[config.mk]
export PLATFORM = sky130hd
export DESIGN_NAME = irq_encoder8x3_flat
export DESIGN_NICKNAME = d
export VERILOG_FILES = /design/src/rtl/irq_encoder8x3_if.sv /design/src/rtl/irq_encoder8x3.sv /design/src/flat_wrapper.sv
export SDC_FILE = /design/constraint.sdc
export NUM_CORES = 1
export LEC_CHECK = 0
export ABC_CLOCK_PERIOD_IN_PS = 2900
export CAP_MARGIN = 20
export CORE_MARGIN = 3
export CORE_UTILIZATION = 60
export CTS_CLUSTER_DIAMETER = 30
export DETAILED_ROUTE_END_ITERATION = 7
export DONT_BUFFER_PORTS = 1
export GPL_ROUTABILITY_DRIVEN = 0
export PLACE_DENSITY = 0.76
export SYNTH_ARGS = -nofsm -noshare
export SYNTH_HDL_FRONTEND = slang
export SYNTH_SLANG_ARGS = --single-unit
[constraint.sdc]
create_clock -name clk -period 2.9 [get_ports clk]
set_input_delay 0.29 -clock clk [delete_from_list [all_inputs] [get_ports clk]]
set_output_delay 0.29 -clock clk [all_outputs]
set_load 0.02 [all_outputs]
[src/rtl/irq_encoder8x3_if.sv]
// Request/grant bundle between peripheral request lines, the encoder and its consumer.
// Latency: none (wires only).
// Backpressure: consumer holds a grant by keeping ack low while valid is high.
interface irq_encoder8x3_if;
  logic       enable;
  logic [7:0] req;
  logic       ack;
  logic [2:0] code;
  logic       valid;
  logic [7:0] pending;
  logic       overflow;

  // Consumer / stimulus side.
  modport master (
    output enable,
    output req,
    output ack,
    input  code,
    input  valid,
    input  pending,
    input  overflow
  );

  // Encoder side.
  modport slave (
    input  enable,
    input  req,
    input  ack,
    output code,
    output valid,
    output pending,
    output overflow
  );
endinterface

[src/rtl/irq_encoder8x3.sv]
// Registered 8-to-3 priority encoder: captures req rising edges, grants one code at a time.
// Latency: req edge to valid is 2 cycles; enable rise to valid is 1 cycle when events wait.
// Backpressure: a grant is held (code frozen, valid high) until ack; events queue in pending.
module irq_encoder8x3 #(
  parameter bit PRIORITY_HIGH = 1'b1
) (
  input  logic           clk,
  input  logic           rst,
  irq_encoder8x3_if.slave bus
);

  typedef enum logic {
    IDLE  = 1'b0,
    GRANT = 1'b1
  } state_t;

  state_t     state_q, state_d;
  logic [7:0] req_q;
  logic [7:0] pending_q, pending_d;
  logic [2:0] code_q, code_d;
  logic       valid_q, valid_d;
  logic       overflow_q, overflow_d;

  logic [7:0] edge_w;
  logic [7:0] clr;
  logic [7:0] lost;

  // Winner among pending lines: highest index when PRIORITY_HIGH, else lowest.
  function automatic logic [2:0] pick(input logic [7:0] v);
    logic [2:0] r;
    r = 3'd0;
    if (PRIORITY_HIGH) begin
      for (int i = 0; i < 8; i++) begin
        if (v[i]) r = i[2:0];
      end
    end else begin
      for (int i = 7; i >= 0; i--) begin
        if (v[i]) r = i[2:0];
      end
    end
    return r;
  endfunction

  // Event capture and pending bookkeeping; a new edge beats a same-cycle clear.
  always_comb begin
    edge_w     = bus.req & ~req_q;
    clr        = (valid_q && bus.ack) ? (8'b1 << code_q) : 8'h00;
    lost       = edge_w & pending_q & ~clr;
    pending_d  = (pending_q & ~clr) | edge_w;
    overflow_d = overflow_q | (|lost);
  end

  // Grant FSM: arbitrate on registered pending in IDLE, hold the grant until ack.
  always_comb begin
    state_d = state_q;
    code_d  = code_q;
    valid_d = valid_q;
    case (state_q)
      IDLE: begin
        if (bus.enable && (pending_q != 8'h00)) begin
          code_d  = pick(pending_q);
          valid_d = 1'b1;
          state_d = GRANT;
        end
      end
      GRANT: begin
        if (bus.ack) begin
          code_d  = 3'd0;
          valid_d = 1'b0;
          state_d = IDLE;
        end
      end
      default: begin
        code_d  = 3'd0;
        valid_d = 1'b0;
        state_d = IDLE;
      end
    endcase
  end

  // State registers; reset abandons any grant and drops all captured events.
  always_ff @(posedge clk) begin
    if (rst) begin
      state_q    <= IDLE;
      req_q      <= 8'h00;
      pending_q  <= 8'h00;
      code_q     <= 3'd0;
      valid_q    <= 1'b0;
      overflow_q <= 1'b0;
    end else begin
      state_q    <= state_d;
      req_q      <= bus.req;
      pending_q  <= pending_d;
      code_q     <= code_d;
      valid_q    <= valid_d;
      overflow_q <= overflow_d;
    end
  end

  assign bus.code     = code_q;
  assign bus.valid    = valid_q;
  assign bus.pending  = pending_q;
  assign bus.overflow = overflow_q;

endmodule

[src/flat_wrapper.sv]
// flat-port wrapper written by rule: the top's interface ports become plain ports
module irq_encoder8x3_flat 
#(
  parameter bit PRIORITY_HIGH = 1'b1
)
  (clk, rst, bus_enable, bus_req, bus_ack, bus_code, bus_valid, bus_pending, bus_overflow);
  irq_encoder8x3_if bus_i ();
  input  logic clk;
  input  logic rst;
  input wire logic [$bits(bus_i.enable)-1:0] bus_enable;
  input wire logic [$bits(bus_i.req)-1:0] bus_req;
  input wire logic [$bits(bus_i.ack)-1:0] bus_ack;
  output wire logic [$bits(bus_i.code)-1:0] bus_code;
  output wire logic [$bits(bus_i.valid)-1:0] bus_valid;
  output wire logic [$bits(bus_i.pending)-1:0] bus_pending;
  output wire logic [$bits(bus_i.overflow)-1:0] bus_overflow;
  assign bus_i.enable = bus_enable;
  assign bus_i.req = bus_req;
  assign bus_i.ack = bus_ack;
  assign bus_code = bus_i.code;
  assign bus_valid = bus_i.valid;
  assign bus_pending = bus_i.pending;
  assign bus_overflow = bus_i.overflow;
  irq_encoder8x3 #(.PRIORITY_HIGH(PRIORITY_HIGH)) u_core (.clk(clk), .rst(rst), .bus(bus_i));
endmodule
Yosys cells after proc, flatten, opt, wreduce, memory -nomap -nowiden --
Index checks and enable logic that the tools add are counted.
Storage, ports and cells: register bits after elaboration 22, input bits 12, output and inout port bits 13, logic and storage cells 40
Operators by class: equal/unequal tests 2, shifts and indexed selects 1, muxes and demuxes 17, bitwise gates (word level) 9, reductions and logical operators 5
Operator list (count):
- $and 8x8->8 | 4
- $mux 3 | 6
- $not 8->8 | 2
- $mux 8 | 1
- $or 8x8->8 | 1
- $reduce_bool 8->1 | 1
- $reduce_or 8->1 | 1
- $shl 1x3->8 const A | 1
- $pmux 3 s2 | 1
- $mux 1 | 5
- $mux 2 | 2
- $pmux 1 s2 | 2
- $logic_and 1x1->1 | 2
- $ne 2x1->1 const B | 1
- $ne 2x2->1 const B | 1
- $reduce_and 2->1 | 1
- $not 1->1 | 1
- $or 1x1->1 | 1

Logic depth before layout (Yosys ltp) --
depth in word-level cells 9, mapped depth 4, gate-level depth less buffers 4

Worst setup path after synthesis --
No wires, ideal clock.
path kind reg2reg, from register u_core.code_q[0] (netlist: u_core.bus.code[0]), to register u_core.overflow_q (netlist: u_core.bus.overflow), setup time 0.138 ns, arrival 1.188 ns, data required time 2.762 ns, path slack 1.574 ns, stages on the path, launching flop included 5, buffers on the path 0, period minus slack after synthesis 1.326 ns, path through dfxtp_1 -> or3b_1 -> o21ai_1 -> o22a_1 -> a41oi_1
Between the ends: cells in the longest elaborated chain, start to end 6
RTL lines:
- from (decl) | line irq_encoder8x3.sv:20 | logic [2:0] code_q, code_d;
- from (signal assigned) | line irq_encoder8x3.sv:94 | code_q <= code_d;
- $shl 1x3->8 | line irq_encoder8x3.sv:47 | clr = (valid_q && bus.ack) ? (8'b1 << code_q) : 8'h00;
- $mux 8 | line irq_encoder8x3.sv:47
- $not 8->8 | line irq_encoder8x3.sv:48 | lost = edge_w & pending_q & ~clr;
- $and 8x8->8 | line irq_encoder8x3.sv:48
- $reduce_or 8->1 | line irq_encoder8x3.sv:50 | overflow_d = overflow_q | (|lost);
- $or 1x1->1 | line irq_encoder8x3.sv:50
- to (signal assigned) | line irq_encoder8x3.sv:96 | overflow_q <= overflow_d;
- to (decl) | line irq_encoder8x3.sv:22 | logic overflow_q, overflow_d;
No other way between the ends. A chain may end at the register's enable or synchronous reset.

Worst setup path after layout --
from register u_core.valid_q (netlist: u_core.bus.valid), to register u_core.overflow_q (netlist: u_core.bus.overflow)
Between the ends: cells in the longest elaborated chain, start to end 6
RTL lines:
- from (decl) | line irq_encoder8x3.sv:21 | logic valid_q, valid_d;
- from (signal assigned) | line irq_encoder8x3.sv:95 | valid_q <= valid_d;
- $logic_and 1x1->1 | line irq_encoder8x3.sv:47
- $mux 8 | line irq_encoder8x3.sv:47
- $not 8->8 | line irq_encoder8x3.sv:48
- $and 8x8->8 | line irq_encoder8x3.sv:48
- $reduce_or 8->1 | line irq_encoder8x3.sv:50
- $or 1x1->1 | line irq_encoder8x3.sv:50
No other way between the ends.

==> impl_results.md <==
- CTS buffer count: 3
- Hold Fails Final Rpt: 0
- Die area: 1950 sq um
- Crit Path Category: reg2reg
- Synthesized cell area: 872 sq um
- Max-slew headroom: 75.6%
- Total GRT Usage: approximately a fifth
- Clk_lat worst skew: 0.31 ns
- Worst-margin pin slew: roughly 0.36 ns
- Cells after Synth: 95
- Fin cells: ~110
- Number of enable flip-flop cells after synthesis: 0
- Wire per inst: 15.1 um
- Synth-to-Final Area Change: 5.45%
- Via count: 691
- Critical Path Sink Type: flop
- Critical path's largest stage delay: 0.51 ns
- Reg clk slew, reported paths: 0.12 ns
- Synth top area share: 50.5%
- Die Wd: roughly 44 um
- CORE AREA: 1330 sq um
- Seq/Total Area, Yosys: 50.5%
- Vias per inst: about 6.2
- Total gr overflow: 0
- Synth cell types: 24
- Seq cells post-synth: 22
- Wirelength, routed: 1690 um
- DRT iter0 DRCs: 14
- Vias in the first global route: between 600 and 700
- WP data arrival: between 1.5 and 2 ns
- Hold Buf Count CTS: 0
- Final HPWL DP: 1270 um
- Max rail drop VDD: 387 uV
- Synth area leaders: dfxtp_1 51%, nand2b_1 8.6%, a21oi_1 7.5%
- Synth top cells by count: 22 x dfxtp_1, 13 x a21oi_1, 12 x nand2b_1, 8 x nor2b_1, 6 x nor2_1
- Final critical-path required period: 1.51 ns
- Final antenna-violating net count: 0
- CTS sink cnt: 22
- Layout Skew: approximately 0.0025 ns
- # rows: 13
- RSZ-0062 raised after global routing: false
- Power Density: approximately 650 nW/um^2
- Fin crit share: 52.2%
- Share of layout cells above drive strength 1: about 6.2%
- Pins Over Slew Limit: 0
- Die H: 44.1 um
- Post-Syn Nets: 107
- IO Count: 25
- Pre-antenna DRT Iters: 4
- Clock buffer depth: 2
- Critical path, cell by cell: nand2_1 > o31ai_1 > o221a_2 > a41oi_1
- I/O Buffers: 0
- Synth Flop Type: dfxtp_1
- Yosys top cell by area: dfxtp_1
- Antenna violations before repair: 0
- Placed cells: 108
- Achievable Freq: ~660 MHz
- LEAKAGE: 0.335 nW
- # Post-CTS Setup Buffers: 0
- Startpoint type of the worst setup path: flop
- Sequential cell area: approximately 440 sq um
- First-pass GRT wire length: 2750 um
- Fin nets: 110
- Synth warn: 0
- Mean Syn Cell Area: 9.18 sq um
- CTS tree: done
- Setup TNS Final: 0 ns
- CP max-delay cell: dfxtp_1
- Final setup vio count: 0
- Fill count: 110
- Starting Density: 65.4%
- Clk root buf: clkbuf_4
- WP data required: 3.10 ns
- Number of H-tree levels: 1
- Async set or reset register ratio after synthesis: 0%
- Diode count: 0
- Multi-input gate area: between 400 and 500 sq um
- CTS resizes: 0
- Critical-path maximum fanout: 5
- HP Class: in2reg
- Top-count cell post-synth: dfxtp_1
- Status: completed
- Pin count of the biggest net entering global routing: 23
- DR DRC count: 0
- Max cap viols: 0
==> state kept, by name (all words and copies together), names as in the netlist <==
signal	flops
u_core.state_q	1
u_core.bus.pending	8
u_core.req_q	8
u_core.bus.valid	1
u_core.bus.code	3
u_core.bus.overflow	1
==> area by class of cell <==
type / count / area share, %
Clock buffer: 4 / 3.95
Inverter: 2 / 0.816
Multi-Input combinational cell: 69 / 45.3
Sequential cell: 22 / 47.9
Tap cell: 15 / 2.04
==> worst paths after layout <==
path	from	slack, ns	depth (start not counted)	endpoint
worst min-delay path	rst	0.02	1	u_core.bus.pending[6]
worst max-delay path	u_core.bus.valid	1.39	4	u_core.bus.overflow
worst min register to register	u_core.req_q[6]	0.50	2	u_core.bus.pending[6]
worst max register to register	u_core.bus.valid	1.39	4	u_core.bus.overflow
==> stage by stage <==
| step | hold WS, ns | utilization [%] | power, W | area (sq um) | setup WS (ns) |
|---|---|---|---|---|---|
| after floorplan | 0.362 | - | 0.000426 | 872 | 1.57 |
| after global placement | 0.362 | 66.2 | 0.000437 | 883 | 1.43 |
| after detailed placement | 0.363 | 66.2 | 0.000439 | 883 | 1.41 |
| after CTS | 0.0255 | 68.9 | 0.000602 | 920 | 1.39 |
| after global routing | 0.00805 | 68.9 | 0.000626 | 920 | 1.26 |
| final | 0.0227 | 68.9 | 0.000602 | 920 | 1.39 |
==> worst max-delay path: cells and delay by family, from the launching register on <==
family | cells | cell delay (ns)
compound gates | 3 | 0.70
flops | 1 | 0.51
simple gates | 1 | 0.19
==> routing by layer <==
metal | share of wire (%) | GRT usage (%)
met2 | 48 | 29.4
met4 | 0.83 | 10.8
met5 | 0 | 0
met1 | 46 | 23.6
met3 | 5.6 | 6.10
==> cell families (layout without fill, tap and decap cells) <==
group	count (synthesis)	in the layout	synth area share, %
AND/OR/NAND/NOR	37	37	24.8
AO/OA/AOI/OAI	32	32	23.0
buffers and inverters	4	6	1.72
flip-flops	22	22	50.5
==> report_power, final <==
group,leakage [nW],internal (W),total (W),switching [W]
clock network,0.0210,0.0000768,0.000171,0.0000938
registers,0.183,0.000325,0.000368,0.0000427
logic,0.131,0.0000320,0.0000636,0.0000316
total,0.335,0.000434,0.000602,0.000168
==> cells in the final DEF (no fill, tap or decap), types with 2 or more instances in the layout <==
| master | n |
|---|---|
| o21ai_0 | 2 |
| nand3b_1 | 2 |
| o31ai_1 | 3 |
| o22a_1 | 3 |
| a21oi_1 | 13 |
| a211oi_1 | 2 |
| nand2b_1 | 12 |
| inv_1 | 2 |
| nand2_1 | 3 |
| nor2b_1 | 8 |
| dfxtp_1 | 22 |
| nor2_1 | 6 |
| clkbuf_4 | 3 |
| nand3_1 | 2 |
| o21ai_1 | 4 |
Power figures use the tool's default switching activity.
